**src/rtl/option_rom_access_ctrl_pkg.sv**
```systemverilog
// Shared constants and FSM encoding for the Option ROM access controller.
// Signature bytes, blank-EPROM response and sequencer states.
package option_rom_access_ctrl_pkg;

    localparam logic [7:0] ROM_SIG0   = 8'h55;
    localparam logic [7:0] ROM_SIG1   = 8'hAA;
    localparam logic [7:0] BLANK_BYTE = 8'hFF;

    typedef enum logic [2:0] {
        ST_IDLE,
        ST_ISA_RD,
        ST_ISA_CAP,
        ST_ISA_HOLD,
        ST_UPD_WAIT,
        ST_UPD_WR,
        ST_SCAN
    } rom_state_e;

endpackage

```
**src/rtl/option_rom_access_ctrl_if.sv**
```systemverilog
// Image-update write stream from the soft CPU.
// Master is the CPU side, slave is the ROM access controller.
interface option_rom_access_ctrl_if #(
    parameter int ADDR_W = 15
) ();

    logic              upd_start;
    logic              upd_valid;
    logic              upd_ready;
    logic [ADDR_W-1:0] upd_addr;
    logic [7:0]        upd_data;
    logic              upd_last;

    modport master (
        output upd_start, upd_valid, upd_addr, upd_data, upd_last,
        input  upd_ready
    );

    modport slave (
        input  upd_start, upd_valid, upd_addr, upd_data, upd_last,
        output upd_ready
    );

endinterface

```
**src/rtl/option_rom_access_ctrl_rom_csum_scanner.sv**
```systemverilog
// Checksum scanner: address counter, mod-256 byte sum and signature check.
// Reads issue one per clock; data returns two clocks after issue.
module option_rom_access_ctrl_rom_csum_scanner
    import option_rom_access_ctrl_pkg::*;
#(
    parameter int ADDR_W    = 15,
    parameter int ROM_BYTES = 16384
) (
    input  logic              clk,
    input  logic              reset_n,
    input  logic              clear,
    input  logic              issue,
    input  logic [7:0]        rdata,
    output logic [ADDR_W-1:0] rd_addr,
    output logic              all_issued,
    output logic              idle,
    output logic [7:0]        sum,
    output logic              sig_ok
);

    localparam logic [ADDR_W:0] LIMIT = (ADDR_W+1)'(ROM_BYTES);
    localparam logic [ADDR_W:0] ONE   = {{ADDR_W{1'b0}}, 1'b1};

    logic [ADDR_W:0] cnt;
    logic            p1;
    logic            p2;
    logic [1:0]      tag1;
    logic [1:0]      tag2;
    logic            sig0;
    logic            sig1;

    // tag: 0 = byte 0, 1 = byte 1, 2 = any other byte
    always_ff @(posedge clk or negedge reset_n) begin
        if (!reset_n) begin
            cnt  <= '0;
            p1   <= 1'b0;
            p2   <= 1'b0;
            tag1 <= 2'd2;
            tag2 <= 2'd2;
            sum  <= 8'h00;
            sig0 <= 1'b0;
            sig1 <= 1'b0;
        end else if (clear) begin
            cnt  <= '0;
            p1   <= 1'b0;
            p2   <= 1'b0;
            tag1 <= 2'd2;
            tag2 <= 2'd2;
            sum  <= 8'h00;
            sig0 <= 1'b0;
            sig1 <= 1'b0;
        end else begin
            p1   <= issue;
            p2   <= p1;
            tag2 <= tag1;
            if (issue) begin
                cnt <= cnt + ONE;
                if (cnt == '0)
                    tag1 <= 2'd0;
                else if (cnt == ONE)
                    tag1 <= 2'd1;
                else
                    tag1 <= 2'd2;
            end
            if (p2) begin
                sum <= sum + rdata;
                if (tag2 == 2'd0)
                    sig0 <= (rdata == ROM_SIG0);
                if (tag2 == 2'd1)
                    sig1 <= (rdata == ROM_SIG1);
            end
        end
    end

    assign rd_addr    = cnt[ADDR_W-1:0];
    assign all_issued = (cnt == LIMIT);
    assign idle       = !p1 && !p2;
    assign sig_ok     = sig0 && sig1;

endmodule

```
**src/rtl/option_rom_access_ctrl.sv**
```systemverilog
// Option ROM BRAM sequencer: ISA reads, soft-CPU image updates, checksum scan.
// ISA always wins the single BRAM port; ROM is served only once the image is trusted.
module option_rom_access_ctrl
    import option_rom_access_ctrl_pkg::*;
#(
    parameter int ROM_ADDR_W    = 15,
    parameter int ROM_BYTES     = 16384,
    parameter int SYNC_STAGES   = 2,
    parameter bit LIVE_AT_RESET = 1'b1
) (
    input  logic                  clk,
    input  logic                  reset_n,
    input  logic                  isa_sel,
    input  logic [ROM_ADDR_W-1:0] isa_addr,
    output logic [7:0]            isa_rdata,
    output logic                  isa_rdata_vld,
    output logic                  isa_chrdy,
    option_rom_access_ctrl_if.slave upd,
    output logic                  upd_busy,
    output logic                  csum_done,
    output logic                  csum_ok,
    output logic [7:0]            csum_sum,
    output logic                  rom_live,
    output logic                  bram_en,
    output logic                  bram_we,
    output logic [ROM_ADDR_W-1:0] bram_addr,
    output logic [7:0]            bram_wdata,
    input  logic [7:0]            bram_rdata
);

    logic [SYNC_STAGES-1:0] sel_q;
    logic                   sel_s1;
    logic                   sel_s;

    rom_state_e state_q, state_n;
    rom_state_e ret_q, ret_n;

    logic                  vld_n;
    logic [7:0]            rdata_n;
    logic                  chrdy_n;
    logic                  busy_n;
    logic                  done_n;
    logic                  ok_n;
    logic [7:0]            sum_n;
    logic                  live_n;
    logic                  en_n;
    logic                  we_n;
    logic [ROM_ADDR_W-1:0] addr_n;
    logic [7:0]            wdata_n;
    logic                  last_q;
    logic                  last_n;
    logic                  isa_go;
    logic                  upd_rdy;

    logic                  scan_clear;
    logic                  scan_issue;
    logic [ROM_ADDR_W-1:0] scan_addr;
    logic                  scan_all;
    logic                  scan_idle;
    logic [7:0]            scan_sum;
    logic                  scan_sig;

    assign sel_s1 = sel_q[0];
    assign sel_s  = sel_q[SYNC_STAGES-1];

    // Hold off the CPU as soon as a select is seen, before it is fully synced
    assign upd_rdy       = (state_q == ST_UPD_WAIT) && !sel_s && !sel_s1;
    assign upd.upd_ready = upd_rdy;

    option_rom_access_ctrl_rom_csum_scanner #(
        .ADDR_W    (ROM_ADDR_W),
        .ROM_BYTES (ROM_BYTES)
    ) u_scan (
        .clk        (clk),
        .reset_n    (reset_n),
        .clear      (scan_clear),
        .issue      (scan_issue),
        .rdata      (bram_rdata),
        .rd_addr    (scan_addr),
        .all_issued (scan_all),
        .idle       (scan_idle),
        .sum        (scan_sum),
        .sig_ok     (scan_sig)
    );

    always_comb begin
        state_n    = state_q;
        ret_n      = ret_q;
        vld_n      = isa_rdata_vld;
        rdata_n    = isa_rdata;
        busy_n     = upd_busy;
        done_n     = 1'b0;
        ok_n       = csum_ok;
        sum_n      = csum_sum;
        live_n     = rom_live;
        en_n       = 1'b0;
        we_n       = 1'b0;
        addr_n     = bram_addr;
        wdata_n    = bram_wdata;
        last_n     = last_q;
        isa_go     = 1'b0;
        scan_clear = 1'b0;
        scan_issue = 1'b0;

        unique case (state_q)
            ST_IDLE: begin
                if (sel_s) begin
                    isa_go = 1'b1;
                    ret_n  = ST_IDLE;
                end else if (upd.upd_start) begin
                    state_n = ST_UPD_WAIT;
                    live_n  = 1'b0;
                    ok_n    = 1'b0;
                    busy_n  = 1'b1;
                end
            end
            ST_ISA_RD: state_n = ST_ISA_CAP;
            ST_ISA_CAP: begin
                rdata_n = rom_live ? bram_rdata : BLANK_BYTE;
                vld_n   = 1'b1;
                state_n = ST_ISA_HOLD;
            end
            ST_ISA_HOLD: begin
                if (!sel_s) begin
                    vld_n   = 1'b0;
                    state_n = ret_q;
                end
            end
            ST_UPD_WAIT: begin
                if (sel_s) begin
                    isa_go = 1'b1;
                    ret_n  = ST_UPD_WAIT;
                end else if (upd.upd_valid && upd_rdy) begin
                    en_n    = 1'b1;
                    we_n    = 1'b1;
                    addr_n  = upd.upd_addr;
                    wdata_n = upd.upd_data;
                    last_n  = upd.upd_last;
                    state_n = ST_UPD_WR;
                end
            end
            ST_UPD_WR: begin
                if (last_q) begin
                    state_n    = ST_SCAN;
                    scan_clear = 1'b1;
                    last_n     = 1'b0;
                end else begin
                    state_n = ST_UPD_WAIT;
                end
            end
            ST_SCAN: begin
                if (sel_s) begin
                    isa_go = 1'b1;
                    ret_n  = ST_SCAN;
                end else if (!scan_all) begin
                    scan_issue = 1'b1;
                    en_n       = 1'b1;
                    addr_n     = scan_addr;
                end else if (scan_idle) begin
                    sum_n   = scan_sum;
                    ok_n    = (scan_sum == 8'h00) && scan_sig;
                    live_n  = (scan_sum == 8'h00) && scan_sig;
                    done_n  = 1'b1;
                    busy_n  = 1'b0;
                    state_n = ST_IDLE;
                end
            end
            default: state_n = ST_IDLE;
        endcase

        if (isa_go) begin
            state_n = ST_ISA_RD;
            if (rom_live) begin
                en_n   = 1'b1;
                addr_n = isa_addr;
            end
        end

        chrdy_n = !(sel_s1 && !vld_n);
    end

    always_ff @(posedge clk or negedge reset_n) begin
        if (!reset_n) begin
            sel_q         <= '0;
            state_q       <= ST_IDLE;
            ret_q         <= ST_IDLE;
            isa_rdata     <= BLANK_BYTE;
            isa_rdata_vld <= 1'b0;
            isa_chrdy     <= 1'b1;
            upd_busy      <= 1'b0;
            csum_done     <= 1'b0;
            csum_ok       <= LIVE_AT_RESET;
            csum_sum      <= 8'h00;
            rom_live      <= LIVE_AT_RESET;
            bram_en       <= 1'b0;
            bram_we       <= 1'b0;
            bram_addr     <= '0;
            bram_wdata    <= 8'h00;
            last_q        <= 1'b0;
        end else begin
            sel_q         <= {sel_q[SYNC_STAGES-2:0], isa_sel};
            state_q       <= state_n;
            ret_q         <= ret_n;
            isa_rdata     <= rdata_n;
            isa_rdata_vld <= vld_n;
            isa_chrdy     <= chrdy_n;
            upd_busy      <= busy_n;
            csum_done     <= done_n;
            csum_ok       <= ok_n;
            csum_sum      <= sum_n;
            rom_live      <= live_n;
            bram_en       <= en_n;
            bram_we       <= we_n;
            bram_addr     <= addr_n;
            bram_wdata    <= wdata_n;
            last_q        <= last_n;
        end
    end

endmodule

```
**src/flat_wrapper.sv**
```systemverilog
// flat-port wrapper written by rule: the top's interface ports become plain ports
module option_rom_access_ctrl_flat import option_rom_access_ctrl_pkg::*;
#(
    parameter int ROM_ADDR_W    = 15,
    parameter int ROM_BYTES     = 16384,
    parameter int SYNC_STAGES   = 2,
    parameter bit LIVE_AT_RESET = 1'b1
)
  (clk, reset_n, isa_sel, isa_addr, isa_rdata, isa_rdata_vld, isa_chrdy, upd_busy, csum_done, csum_ok, csum_sum, rom_live, bram_en, bram_we, bram_addr, bram_wdata, bram_rdata, upd_upd_start, upd_upd_valid, upd_upd_addr, upd_upd_data, upd_upd_last, upd_upd_ready);
  option_rom_access_ctrl_if #(.ADDR_W((15))) upd_i ();
  input  logic clk;
  input  logic reset_n;
  input  logic isa_sel;
  input  logic [ROM_ADDR_W-1:0] isa_addr;
  output logic [7:0] isa_rdata;
  output logic isa_rdata_vld;
  output logic isa_chrdy;
  output logic upd_busy;
  output logic csum_done;
  output logic csum_ok;
  output logic [7:0] csum_sum;
  output logic rom_live;
  output logic bram_en;
  output logic bram_we;
  output logic [ROM_ADDR_W-1:0] bram_addr;
  output logic [7:0] bram_wdata;
  input  logic [7:0] bram_rdata;
  input wire logic [$bits(upd_i.upd_start)-1:0] upd_upd_start;
  input wire logic [$bits(upd_i.upd_valid)-1:0] upd_upd_valid;
  input wire logic [$bits(upd_i.upd_addr)-1:0] upd_upd_addr;
  input wire logic [$bits(upd_i.upd_data)-1:0] upd_upd_data;
  input wire logic [$bits(upd_i.upd_last)-1:0] upd_upd_last;
  output wire logic [$bits(upd_i.upd_ready)-1:0] upd_upd_ready;
  assign upd_i.upd_start = upd_upd_start;
  assign upd_i.upd_valid = upd_upd_valid;
  assign upd_i.upd_addr = upd_upd_addr;
  assign upd_i.upd_data = upd_upd_data;
  assign upd_i.upd_last = upd_upd_last;
  assign upd_upd_ready = upd_i.upd_ready;
  option_rom_access_ctrl #(.ROM_ADDR_W(ROM_ADDR_W), .ROM_BYTES(ROM_BYTES), .SYNC_STAGES(SYNC_STAGES), .LIVE_AT_RESET(LIVE_AT_RESET)) u_core (.clk(clk), .reset_n(reset_n), .isa_sel(isa_sel), .isa_addr(isa_addr), .isa_rdata(isa_rdata), .isa_rdata_vld(isa_rdata_vld), .isa_chrdy(isa_chrdy), .upd(upd_i), .upd_busy(upd_busy), .csum_done(csum_done), .csum_ok(csum_ok), .csum_sum(csum_sum), .rom_live(rom_live), .bram_en(bram_en), .bram_we(bram_we), .bram_addr(bram_addr), .bram_wdata(bram_wdata), .bram_rdata(bram_rdata));
endmodule
```
**config.mk**
```make
export PLATFORM = sky130hd
export DESIGN_NAME = option_rom_access_ctrl_flat
export DESIGN_NICKNAME = d
export VERILOG_FILES = /design/src/rtl/option_rom_access_ctrl_pkg.sv /design/src/rtl/option_rom_access_ctrl_if.sv /design/src/rtl/option_rom_access_ctrl_rom_csum_scanner.sv /design/src/rtl/option_rom_access_ctrl.sv /design/src/flat_wrapper.sv
export SDC_FILE = /design/constraint.sdc
export NUM_CORES = 1
export LEC_CHECK = 0
export BUFFER_PORTS_ARGS = -buffer_cell sky130_fd_sc_hd__buf_2
export CAP_MARGIN = 40
export CORE_MARGIN = 10
export CORE_UTILIZATION = 30
export CTS_CLUSTER_DIAMETER = 120
export CTS_CLUSTER_SIZE = 28
export DETAILED_ROUTE_END_ITERATION = 10
export PLACE_DENSITY = 0.56
export SLEW_MARGIN = 20
export SYNTH_ARGS = -nofsm -noshare
export SYNTH_HDL_FRONTEND = slang
export SYNTH_SLANG_ARGS = --single-unit
```
**constraint.sdc**
```tcl
create_clock -name clk -period 2.44 [get_ports clk]
set_input_delay 0.488 -clock clk [delete_from_list [all_inputs] [get_ports clk]]
set_output_delay 0.488 -clock clk [all_outputs]
set_load 0.02 [all_outputs]
```
Word level (Yosys, flattened, before mapping)
Index checks and enable logic that the tools add are counted.

Output and inout bits: 48. Flip-flop bits (word level): 87. Logic and storage cells: 162. Input bits: 52.

Bitwise operators: 1. Equality and inequality tests: 29. Add/subtract/negate cells: 2. Multiplexer cells: 74. Reductions and logical operators: 33.

Operator list (number): two-way mux 15 bit (6); two-way mux 1 bit (37); two-way mux 3 bit (12); two-way mux 16 bit (2); one-hot mux 15 bit (2 select lines) (1); two-way mux 8 bit (3); one-hot mux 3 bit (7 select lines) (1); adder 16 x 1 -> 16 bit (second input constant) (1); equality test 16 x 1 -> 1 bit (second input constant) (1); equality test 16 x 15 -> 1 bit (second input constant) (1); zero test 16 bit (1); two-way mux 2 bit (6); != test 3 bit (second input constant) (4); nonzero test 2 bit (6); != test 2 x 1 -> 1 bit (second input constant) (5); != test 2 bit (second input constant) (5); one-hot mux 1 bit (2 select lines) (5); equality test 3 bit (second input constant) (3); one-hot mux 3 bit (3 select lines) (1); adder 8 bit (1); equality test 8 x 7 -> 1 bit (second input constant) (1); equality test 8 bit (second input constant) (1); zero test 8 bit (1); AND reduction 4 bit (2); 16 further kinds (32).

Logic depth before layout (Yosys ltp)
Depth in word-level cells: 9. Mapped depth: 9.

Cells and area by module
A second synthesis with hierarchy kept.

Cells, all modules: 450. Area total of the unflattened synthesis: 4573.1 µm².

By module, submodules not included: option_rom_access_ctrl (cells an instance 249, area an instance 2618.8 µm², instances 1, sequential area each 1363.8 µm²); option_rom_access_ctrl_rom_csum_scanner (cells an instance 201, area an instance 1954.4 µm², instances 1, sequential area each 803.3 µm²).

Worst setup path after synthesis
No wires, ideal clock.

Path type: reg-to-reg. Start point: register u_core.u_scan.cnt[0]. End point: register u_core.bram_addr[11]. Data required time: 2303 ps. Slack: 340 ps. Cell stages (with the launch flop): 10. Data arrival time: 1963 ps. Library setup time: 137 ps. Path buffers: 2. Clock period less this slack: 2100 ps. Path through: dfrtp_1 -> inv_1 -> ha_1 -> and4bb_1 -> nand4_2 -> and2_1 -> buf_6 -> buf_6 -> a222oi_1 -> a21oi_1.

Word-level cells in the longest chain between the ends: 6.

RTL lines: from (decl) (line option_rom_access_ctrl_rom_csum_scanner.sv:24) `logic [ADDR_W:0] cnt;`; from (signal assigned) (line option_rom_access_ctrl_rom_csum_scanner.sv:57) `cnt <= cnt + ONE;`; equality test 16 x 15 -> 1 bit (*) (line option_rom_access_ctrl_rom_csum_scanner.sv:76) `assign all_issued = (cnt == LIMIT);`; two-way mux 15 bit (*) (line option_rom_access_ctrl.sv:155) `end else if (!scan_all) begin`; two-way mux 15 bit (*) (line option_rom_access_ctrl.sv:152) `if (sel_s) begin`; one-hot mux 15 bit (2 select lines) (*) (line option_rom_access_ctrl.sv:105) `unique case (state_q)`; two-way mux 15 bit (line option_rom_access_ctrl.sv:173) `if (rom_live) begin`; two-way mux 15 bit (*) (line option_rom_access_ctrl.sv:171) `if (isa_go) begin`; via u_core.addr_n[11] (line option_rom_access_ctrl.sv:48) `logic [ROM_ADDR_W-1:0] addr_n;`; to (signal assigned) (line option_rom_access_ctrl.sv:214) `bram_addr <= addr_n;`; to (decl) (line option_rom_access_ctrl.sv:26) `output logic [ROM_ADDR_W-1:0] bram_addr,`.

The timed path passes the listed nets; every way through them passes the cells marked *. A chain may end at the register's enable or synchronous reset.

Worst setup path in the final report
Start point: register u_core.u_scan.cnt[1]. End point: register u_core.bram_addr[3].

The elaborated chain is that of the path after synthesis.

==> results.md <==
- Status: finished, final reports clean
- Mapped Area: 4320 sq um
- Vias/cell: 5.12
- H-tree depth: 3
- Layout cells sized above 1: 0.304
- Synth Area in Adders: 0.0336
- DIE AREA: 19600 sq um
- Seq cells post-synth: 86
- Port Buffers: 99
- Sw Share: 0.350
- Starting density of the core: 0.309
- Fmax: 447 MHz
- Drt initial violations: 401
- Min-Delay Path Class: in -> async
- Crit-path max cell delay: 0.42 ns
- Post-synthesis mux area share: 0.0648
- Compound-Gate Fraction of Synth Area: 0.146
- Total GRT Usage: 0.123
- Reg clk slew, reported paths: 0.06 ns
- PD cells: 922 nW/um^2
- Required @ worst endpoint: 2.65 ns
- Final Hold Fails: 0
- Largest family of logic cells by synthesized area: simple AND/OR/NAND/NOR gates
- Critical Path Source: u_core.u_scan.cnt[1]$_DFFE_PN0P_
- Post-synthesis async set-or-reset flop share: 1.00
- Post-synth top area share: 0.428
- Core area: 14000 sq um
- Syn. warnings: 0
- Max-cap violation count: 0
- Number of global-route vias before repair: 3788
- Final worst-path cycle share: 0.917
- Peak supply drop: 0.000650 V
- Crit Path Max Fanout: 18
- GRT overflow: 0
- Number of synthesized flops with an enable pin: 0
- Post-CTS Resized: 0
- Wire per inst: 17.0 um
- Clk network pwr share: 0.284
- Max-slew violations: 0
- Worst setup EP type: register
- DRT Pass-1 Iters: 6
- Clock latency at the later pin of the worst-skew pair: 0.35 ns
- Synth cell types: 58
- Setup ws final: 0.204 ns
- P_sw: 1.74 mW
- Largest net degree at the start of global routing: 50
- ANT cells: 0
- Die height: 140 um
- Commonest non-fill, non-tap cells in the layout: buf_2 (98), dfrtp_1 (74), nor2_1 (50)
- Mapped Avg Cell Area: 10.2 sq um
- DP Worst Slack: 0.215 ns
- Crit-path leading delay family: simple AND/OR/NAND/NOR gates
- Routed Antenna Nets: 0
- Commonest non-fill, non-tap cell in the layout: buf_2
- Crit start category: register
- Setup-failing EPs final: 0
- Sequential share of power: 0.405
- Slew HR: 0.645
- Post-CTS setup buffer count: 0
- Routed wire length: 12100 um
- Final Power: 4.98 mW
- Synthesized Nets: 487
- R2r startpoint: u_core.u_scan.cnt[1]$_DFFE_PN0P_
- First-pass GRT wire length: 19900 um
- Row count: 43
- RSZ-0062 raised after global routing: no
- Combinational fraction of design power: 0.311
- Nets@finish: 591
- Simple-gate area share of the yosys netlist: 0.194
- Post-DP HPWL: 8940 um
- CTS Sinks: 86
- Slew @ Worst Pin: 0.532 ns
- Die W: 140 um
- Synth top area cells: dfrtp_1 (43%), dfstp_2 (7.3%), nor2_1 (4.3%)
- Internal power: 3.23 mW
- Layout area overhead: 24.9%
- Yosys top cell by area: dfrtp_1
- CTS buffer count: 9
- Initial antenna violation count: 0
- CP Buf/Inv Count: 2
- # IOs: 100
- CTS tree: yes
- Syn Inst Count: 424
- Worst Clk Skew: 0.00974 ns
- TNS Setup: 0 ns
- Crit Path Class: reg -> reg
- Worst path arrival time: 2.45 ns
- Hold_buf cts: 0
- Max Buffers Root-to-Sink: 2
- Via count: 3653
- Xor and xnor fraction of the mapped netlist area: 0.0182
- Clock Tree Root: clkbuf_16
- P_leak: 2.60 nW
- Top_reg_cell synth: dfrtp_1
- GPL Wtd Cong: 0.826
- DR DRC count: 0
- Slowest CP cell: dfrtp_1
- Sequential element share of the synthesized area: 0.501
- Fin crit period: 2.24 ns
- Crit path cell chain: inv_1 -> ha_1 -> and4bb_1 -> nand4_2 -> and2_1 -> buf_4 -> a222oi_1 -> a21oi_1
-- layout make-up --
| class | count | area, sq um |
|---|---|---|
| multi-input cells | 297 | 1990 |
| well taps | 180 | 225 |
| flip-flops and latches | 86 | 2170 |
| fillers | 1397 | 8590 |
| repair buffers | 118 | 653 |
| clock buffers | 12 | 256 |
| clock inverters | 4 | 45.0 |
| inverters | 16 | 60.1 |
-- per-stage QoR --
step	std cells	cell area (sq um)	util	hold WS (ns)
floorplan	424	4320	-	0.192
CTS	713	5400	0.386	0.132
global placement	697	5100	0.364	0.458
global route	713	5400	0.386	0.153
detailed placement	697	5100	0.364	0.464
finish	713	5400	0.386	0.122
-- routing by layer --
metal,vias to the layer above,GRT usage,part of all wire
met3,18,0.0548,0.090
met5,-,0,0
met2,140,0.177,0.42
li1,1752,-,-
met4,0,0.0451,0.020
met1,1743,0.159,0.47
-- final timing paths --
check                                                     to  slack, ns  depth (start not counted)
max                            u_core.bram_addr[3]$_DFF_PN0_       0.20                          8
min reg2reg                 u_core.bram_wdata[1]$_DFFE_PN0P_       0.48                          1
max in group asynchronous  u_core.u_scan.tag1[1]$_DFFE_PN1P_       1.64                          2
min in group clk                   u_core.sel_q[0]$_DFF_PN0_       0.25                          1
max reg2reg                    u_core.bram_addr[3]$_DFF_PN0_       0.20                          8
min                                u_core.sel_q[1]$_DFF_PN0_       0.12                          1
-- worst reg2reg max path, cell delays in order (launching register included) --
cell and delay, ns:
dfrtp_1 0.42, inv_1 0.11, ha_1 0.21, and4bb_1 0.23
nand4_2 0.22, and2_1 0.25, buf_4 0.20, a222oi_1 0.36
a21oi_1 0.11
-- registers in the layout (all words and copies together) (netlist names), 2 cells and up --
| signal | cells |
|---|---|
| u_core.u_scan.cnt | 16 |
| u_core.u_scan.tag2 | 2 |
| u_core.u_scan.tag1 | 2 |
| u_core.csum_sum | 8 |
| u_core.sel_q | 2 |
| u_core.bram_addr | 15 |
| u_core.bram_wdata | 8 |
| u_core.u_scan.sum | 8 |
| u_core.isa_rdata | 8 |
| u_core.state_q | 3 |
| u_core.ret_q | 2 |
-- cells by family (layout without fill, tap and decap cells) --
logic type | Yosys count | count (layout)
compound gates | 96 | 96
xor+xnor | 9 | 9
fa+ha+maj | 11 | 11
buf+inv | 41 | 150
flops | 86 | 86
mux | 23 | 23
simple gates | 158 | 158
-- synthesized netlist by cell type (10+ instances only) --
library cell,number
inv_1,14
nand3_1,10
dfrtp_1,74
dfstp_2,12
a21oi_1,32
nand4_1,13
nor2_1,50
nand2_1,27
ha_1,10
clkbuf_1,17
a222oi_1,12
a31oi_1,12
-- power by group through the flow --
stage                     sequential (mW)  clock [mW]  combinational [mW]
after floorplan                      2.16           0               0.869
after global placement               2.03           0                1.54
after detailed placement             2.03           0                1.56
after CTS                            2.01        1.46                1.57
after global routing                 2.05        1.53                1.72
final                                2.01        1.42                1.55
Power figures use the tool's default switching activity.
